File: src/rtl/apb_coeff_loader.sv
// Purpose : streams coefficients into one APB completer as consecutive writes, optionally reading each back to verify it.
// Latency : XFER_CYC+1 cycles per word without verify, XFER_CYC+RD_LAT+2 with verify; DONE pulses one cycle after the last word.
// Backpress: CF_RDY is high only while waiting for a word; stream gaps park the sequencer with the M* request fields held.
module apb_coeff_loader #(
    parameter int ADDR_WIDTH  = 7,
    parameter int PDATA_WIDTH = 32,
    parameter int COEFF_WIDTH = 20,
    parameter int COMP        = 4,
    parameter int XFER_CYC    = 3,   // must be >= 2
    parameter int RD_LAT      = 3    // must be >= 2
) (
    input  logic                   clk,
    input  logic                   rst_n,
    input  logic                   START,
    input  logic                   VERIFY,
    input  logic [COMP-1:0]        SEL,
    input  logic [ADDR_WIDTH-1:0]  BASE_ADDR,
    input  logic [ADDR_WIDTH-1:0]  LEN,
    input  logic                   CF_VLD,
    input  logic [COEFF_WIDTH-1:0] CF_DATA,
    output logic                   CF_RDY,
    output logic                   MTRANS,
    output logic                   MWRITE,
    output logic [COMP-1:0]        MSELx,
    output logic [ADDR_WIDTH-1:0]  MADDR,
    output logic [COEFF_WIDTH-1:0] MWDATA,
    input  logic [PDATA_WIDTH-1:0] MRDATA,
    output logic                   BUSY,
    output logic                   DONE,
    output logic                   ERR,
    output logic [ADDR_WIDTH-1:0]  ERR_ADDR
);

    // Sequencer states
    localparam logic [2:0] S_IDLE    = 3'd0;
    localparam logic [2:0] S_FETCH   = 3'd1;
    localparam logic [2:0] S_WR      = 3'd2;
    localparam logic [2:0] S_WR_HOLD = 3'd3;
    localparam logic [2:0] S_RD      = 3'd4;
    localparam logic [2:0] S_RD_WAIT = 3'd5;
    localparam logic [2:0] S_CHECK   = 3'd6;
    localparam logic [2:0] S_FIN     = 3'd7;

    // The hold counter counts down to zero; loading N-2 yields N-1 hold cycles.
    localparam int                HOLD_W       = 8;
    localparam logic [HOLD_W-1:0] WR_HOLD_LAST = HOLD_W'(XFER_CYC - 2);
    localparam logic [HOLD_W-1:0] RD_WAIT_LAST = HOLD_W'(RD_LAT - 2);
    localparam logic [HOLD_W-1:0] HOLD_ONE     = HOLD_W'(1);
    localparam logic [ADDR_WIDTH-1:0] ADDR_ONE = ADDR_WIDTH'(1);

    logic [2:0]             state_q,    state_d;
    logic                   verify_q,   verify_d;
    logic [COMP-1:0]        sel_q,      sel_d;
    logic [ADDR_WIDTH-1:0]  len_q,      len_d;
    logic [ADDR_WIDTH-1:0]  addr_q,     addr_d;
    logic [ADDR_WIDTH-1:0]  cnt_q,      cnt_d;
    logic [COEFF_WIDTH-1:0] data_q,     data_d;
    logic                   mwrite_q,   mwrite_d;
    logic [HOLD_W-1:0]      hold_q,     hold_d;
    logic                   err_q,      err_d;
    logic [ADDR_WIDTH-1:0]  err_addr_q, err_addr_d;

    logic                   cf_rdy;
    logic                   advance;
    logic                   m_active;
    logic [COEFF_WIDTH-1:0] rd_word;

    // Only the coefficient-width slice of the read data takes part in the compare.
    assign rd_word = MRDATA[COEFF_WIDTH-1:0];

    generate
        if (PDATA_WIDTH > COEFF_WIDTH) begin : g_rdata_hi
            logic unused_rdata_hi;
            assign unused_rdata_hi = ^MRDATA[PDATA_WIDTH-1:COEFF_WIDTH];
        end
    endgenerate

    assign cf_rdy = (state_q == S_FETCH);

    // Next-state and datapath updates; the advance step is shared by WR_HOLD and CHECK
    always_comb begin
        state_d    = state_q;
        verify_d   = verify_q;
        sel_d      = sel_q;
        len_d      = len_q;
        addr_d     = addr_q;
        cnt_d      = cnt_q;
        data_d     = data_q;
        mwrite_d   = mwrite_q;
        hold_d     = hold_q;
        err_d      = err_q;
        err_addr_d = err_addr_q;
        advance    = 1'b0;

        case (state_q)
            S_IDLE: begin
                if (START) begin
                    verify_d   = VERIFY;
                    sel_d      = SEL;
                    len_d      = LEN;
                    addr_d     = BASE_ADDR;
                    cnt_d      = '0;
                    err_d      = 1'b0;
                    err_addr_d = '0;
                    state_d    = S_FETCH;
                end
            end
            S_FETCH: begin
                if (CF_VLD && cf_rdy) begin
                    data_d   = CF_DATA;
                    mwrite_d = 1'b1;
                    state_d  = S_WR;
                end
            end
            S_WR: begin
                hold_d  = WR_HOLD_LAST;
                state_d = S_WR_HOLD;
            end
            S_WR_HOLD: begin
                if (hold_q == '0) begin
                    if (verify_q) begin
                        mwrite_d = 1'b0;
                        state_d  = S_RD;
                    end else begin
                        advance = 1'b1;
                    end
                end else begin
                    hold_d = hold_q - HOLD_ONE;
                end
            end
            S_RD: begin
                hold_d  = RD_WAIT_LAST;
                state_d = S_RD_WAIT;
            end
            S_RD_WAIT: begin
                if (hold_q == '0) begin
                    state_d = S_CHECK;
                end else begin
                    hold_d = hold_q - HOLD_ONE;
                end
            end
            S_CHECK: begin
                // Only the first mismatch of a sequence is recorded.
                if ((rd_word != data_q) && !err_q) begin
                    err_d      = 1'b1;
                    err_addr_d = addr_q;
                end
                advance = 1'b1;
            end
            S_FIN: begin
                state_d = S_IDLE;
            end
            default: begin
                state_d = S_IDLE;
            end
        endcase

        if (advance) begin
            if (cnt_q == len_q) begin
                state_d = S_FIN;
            end else begin
                addr_d  = addr_q + ADDR_ONE;
                cnt_d   = cnt_q + ADDR_ONE;
                state_d = S_FETCH;
            end
        end
    end

    // State and datapath registers; reset abandons any transfer in flight
    always_ff @(posedge clk or negedge rst_n) begin
        if (!rst_n) begin
            state_q    <= S_IDLE;
            verify_q   <= 1'b0;
            sel_q      <= '0;
            len_q      <= '0;
            addr_q     <= '0;
            cnt_q      <= '0;
            data_q     <= '0;
            mwrite_q   <= 1'b0;
            hold_q     <= '0;
            err_q      <= 1'b0;
            err_addr_q <= '0;
        end else begin
            state_q    <= state_d;
            verify_q   <= verify_d;
            sel_q      <= sel_d;
            len_q      <= len_d;
            addr_q     <= addr_d;
            cnt_q      <= cnt_d;
            data_q     <= data_d;
            mwrite_q   <= mwrite_d;
            hold_q     <= hold_d;
            err_q      <= err_d;
            err_addr_q <= err_addr_d;
        end
    end

    // The completer is selected only while a transfer is being requested or held.
    assign m_active = (state_q == S_WR) || (state_q == S_WR_HOLD) ||
                      (state_q == S_RD) || (state_q == S_RD_WAIT);

    assign CF_RDY   = cf_rdy;
    assign MTRANS   = (state_q == S_WR) || (state_q == S_RD);
    assign MWRITE   = mwrite_q;
    assign MSELx    = m_active ? sel_q : '0;
    assign MADDR    = addr_q;
    assign MWDATA   = data_q;
    assign BUSY     = (state_q != S_IDLE) && (state_q != S_FIN);
    assign DONE     = (state_q == S_FIN);
    assign ERR      = err_q;
    assign ERR_ADDR = err_addr_q;

endmodule
File: config.mk
export PLATFORM = sky130hd
export DESIGN_NAME = apb_coeff_loader
export DESIGN_NICKNAME = d
export VERILOG_FILES = /design/src/rtl/apb_coeff_loader.sv
export SDC_FILE = /design/constraint.sdc
export NUM_CORES = 1
export LEC_CHECK = 0
export CAP_MARGIN = 20
export CORE_MARGIN = 8
export CORE_UTILIZATION = 55
export DETAILED_ROUTE_END_ITERATION = 6
export DONT_BUFFER_PORTS = 1
export PLACE_DENSITY = 0.7
export SLEW_MARGIN = 20
export SYNTH_ARGS = -nofsm -noshare
export SYNTH_HDL_FRONTEND = slang
export SYNTH_SLANG_ARGS = --single-unit
File: constraint.sdc
create_clock -name clk -period 2.15 [get_ports clk]
set_input_delay 0.3225 -clock clk [delete_from_list [all_inputs] [get_ports clk]]
set_output_delay 0.3225 -clock clk [all_outputs]
set_load 0.01 [all_outputs]
==> run summary <==
- leading cell types by count after synthesis: sky130_fd_sc_hd__dfrtp_1, sky130_fd_sc_hd__nand2_1, sky130_fd_sc_hd__xor2_1
- detailed-route wire length per cell: 18.4 µm
- core region area: 5960 µm²
- gate count after technology mapping: 334
- DRT Wirelength: 7.95 mm
- final worst-path setup slack: 0.113 ns
- part of the Yosys area used for sequential elements: 48.4%
- fraction of layout cells with a size suffix above 1: 17.7%
- number of flops mapped to enable cells by yosys: 0
- per-cell via count in the routed design: 5.75
- Worst Setup Slack post-DPL: 0.112 ns
- post-place instance area: 3580 µm²
- unrepaired setup endpoints after global routing: false
- CTS H-tree lvls: 3
- DRC marker count from the first detailed-route iteration: 125
- global router's overall resource usage: 18.7%
- Area Overhead vs Synth: 11.9%
- CP startpoint kind: flip-flop
- fmax: 0.491 GHz
- most frequent cell after synthesis: sky130_fd_sc_hd__dfrtp_1
- total of flip-flops plus latches after synthesis: 66
- number of distinct library cells after synthesis: 44
- count of pins on the block boundary: 119
- largest net degree at the start of global routing: 67
- buffer cell driving the clock tree root: sky130_fd_sc_hd__clkbuf_8
- Fin Setup TNS: 0 ns
- Post-Route Hold Slack: 0.0893 ns
- count of buffers inserted at the top-level ports: 0
- Async SR Flop Fraction: 100%
- area of all placed cells without fillers: 3820 µm²
- count of non-filler cells in the finished layout: 431
- total inserted antenna cells: 0
- Post-Route M1 WL: 3.16 mm
- Post-Syn Nets: 413
- placed instance count: 413
- total power: 5.81 mW
- count of TritonRoute iterations in the first routing pass: 4
- detailed route wirelength on metal3: 810 µm
- final critical path time including I/O delays and setup: 2.04 ns
- critical path data arrival time: 2.26 ns
- cell taking the most area after synthesis: sky130_fd_sc_hd__dfrtp_1
- total count of hold-check failures in the final report: 0
- most area-consuming cells after synthesis: sky130_fd_sc_hd__dfrtp_1, sky130_fd_sc_hd__nand2_1, sky130_fd_sc_hd__mux2_2, sky130_fd_sc_hd__xor2_1, sky130_fd_sc_hd__mux2i_1
- classification of the worst-slack hold path: in -> reg
- highest metal used: met4
- global-route wire length before repair: 13.0 mm
- Slew @ Worst Pin: 0.448 ns
- clock tree skew after final layout: 0.00889 ns
- residual DRC count: 0
- remaining global-route overflow: 0
- remaining antenna violation count after routing: 0
- maximum root-to-sink buffer count: 2
- clock-pin transition on the worst setup and hold timing paths: 0.08 ns
- Max Cap Viol: 0
- largest voltage drop on the vdd net: 0.675 mV
- number of global-route vias before repair: 2614
- DIE AREA: 8980 µm²
- type of element capturing the critical path: flip-flop
- biggest fanout along the worst timing path: 12
- required time at the endpoint of the critical path: 2.37 ns
- Leak Pwr: 1.73 nW
- utilization after layout: 64.1%
- DP HPWL: 5.94 mm
- final worst-path cycle share: 94.7%
- die width: 94.8 µm
- synthesized cell area: 3410 µm²
- synthesis warning total: 0
- via count: 2477
- number of buffers inserted during clock tree synthesis: 9
- routability congestion estimate from global placement: 0.844
- number of buffers inserted to repair setup after CTS: 0
- met2 WL: 3.85 mm
- number of endpoints failing setup at the final stage: 0
- Pwr per Cell Area: 1520 nW/µm²
- latest clock arrival within the worst-skew pair: 0.34 ns
- worst setup path category: reg -> reg
- clock tree from TritonCTS: built
- relative max-transition margin: 70.1%
- outcome: finished, final reports clean
- syn avg cell area: 10.2 µm²
- number of antenna violations at the first check in global routing: 0
- count of clock tree sinks: 66
- fin nets: 430
- count of pins over their slew limit: 0
- share of Yosys cell area claimed by the top area cell type: 48.4%
- predominant post-synthesis flop cell: sky130_fd_sc_hd__dfrtp_1
- initial standard-cell utilization of the core: 57.3%
- Die Span Y: 94.8 µm
- total number of placement rows: 28
## flip-flops by register name, summed over array words and instances, names as in the netlist
name      flops
sel_q         4
MADDR         7
ERR           1
len_q         7
hold_q        8
state_q       3
verify_q      1
MWRITE        1
MWDATA       20
ERR_ADDR      7
cnt_q         7
## what timing repair did
| action | in CTS | in global routing |
|---|---|---|
| resized for setup | 0 | 1 |
| hold buffers | 2 | 0 |
| endpoints found under the setup margin | 0 | 3 |
| hold endpoints to repair | 66 | 0 |
## layout by cell type (no fill, tap or decap), types with 2 or more instances in the layout
master,netlist,layout
sky130_fd_sc_hd__clkinv_2,0,3
sky130_fd_sc_hd__o211ai_1,4,4
sky130_fd_sc_hd__nor2b_1,2,2
sky130_fd_sc_hd__nor3b_1,3,3
sky130_fd_sc_hd__o21ai_1,10,10
sky130_fd_sc_hd__nor3_1,10,10
sky130_fd_sc_hd__o31ai_1,3,3
sky130_fd_sc_hd__dfrtp_1,66,66
sky130_fd_sc_hd__ha_1,4,4
sky130_fd_sc_hd__nand2_1,63,63
sky130_fd_sc_hd__inv_1,13,13
sky130_fd_sc_hd__nand3_1,12,12
sky130_fd_sc_hd__mux2i_1,14,14
sky130_fd_sc_hd__a22o_1,3,3
sky130_fd_sc_hd__o21ai_0,6,6
sky130_fd_sc_hd__mux2_2,20,20
sky130_fd_sc_hd__clkbuf_8,0,9
sky130_fd_sc_hd__nor3_2,2,2
sky130_fd_sc_hd__clkinv_4,0,2
sky130_fd_sc_hd__a221o_1,5,5
sky130_fd_sc_hd__a22oi_1,4,4
sky130_fd_sc_hd__nor2_1,10,10
sky130_fd_sc_hd__and2_1,6,5
sky130_fd_sc_hd__mux2_1,2,2
sky130_fd_sc_hd__nor4_1,7,7
sky130_fd_sc_hd__xor2_1,21,21
sky130_fd_sc_hd__a21oi_1,5,5
sky130_fd_sc_hd__and3_1,2,2
sky130_fd_sc_hd__buf_4,1,16
sky130_fd_sc_hd__xnor2_1,8,8
sky130_fd_sc_hd__o41ai_1,2,2
## critical path, cell delays in order (launching register included)
cell,delay [ns]
sky130_fd_sc_hd__dfrtp_1,0.37
sky130_fd_sc_hd__inv_1,0.09
sky130_fd_sc_hd__ha_1,0.21
sky130_fd_sc_hd__nor3b_4,0.15
sky130_fd_sc_hd__and4_1,0.19
sky130_fd_sc_hd__o221ai_2,0.26
sky130_fd_sc_hd__buf_4,0.26
sky130_fd_sc_hd__mux2i_1,0.09
sky130_fd_sc_hd__a221o_1,0.30
## area by class of cell
class	count	area (µm²)
well taps	75	93.8
fillers	490	2140
multi-input cells	241	1650
clock buffers	9	124
repair buffers	19	178
flip-flops and latches	66	1650
inverters	14	52.6
clock inverters	7	70.1
## worst paths after layout
path                       startpoint         to  slack, ns  depth (start not counted)
min                            SEL[1]   sel_q[1]       0.09                          2
max                         hold_q[1]   MADDR[3]       0.11                          8
max reg2reg                 hold_q[1]   MADDR[3]       0.11                          8
min reg2reg                  sel_q[3]   sel_q[3]       0.47                          2
min in group asynchronous       rst_n  MWDATA[2]       0.56                          2
max in group asynchronous       rst_n   sel_q[3]       1.31                          2
## power breakdown
| group | leakage, nW | internal, mW | switching [mW] |
|---|---|---|---|
| Clock | 0.0990 | 0.533 | 0.483 |
| Sequential | 0.831 | 1.78 | 0.783 |
| Combinational | 0.799 | 1.08 | 1.15 |
## cells by family after synthesis
| group | count (synthesis) | share of synthesized area (%) |
|---|---|---|
| AND/OR/NAND/NOR | 124 | 17.9 |
| AO/OA/AOI/OAI | 48 | 10.1 |
| flip-flops | 66 | 48.4 |
| XOR/XNOR | 29 | 7.45 |
| buffers and inverters | 27 | 3.34 |
| adder cells (fa/ha/maj) | 4 | 1.47 |
| multiplexers | 36 | 11.4 |
## layer usage
layer / vias to the layer above / track usage, %
li1: 1202 / -
met1: 1188 / 21.6
met2: 78 / 30.7
met3: 9 / 6.67
met4: 0 / 7.80
met5: - / 0
Power figures use the tool's default switching activity.
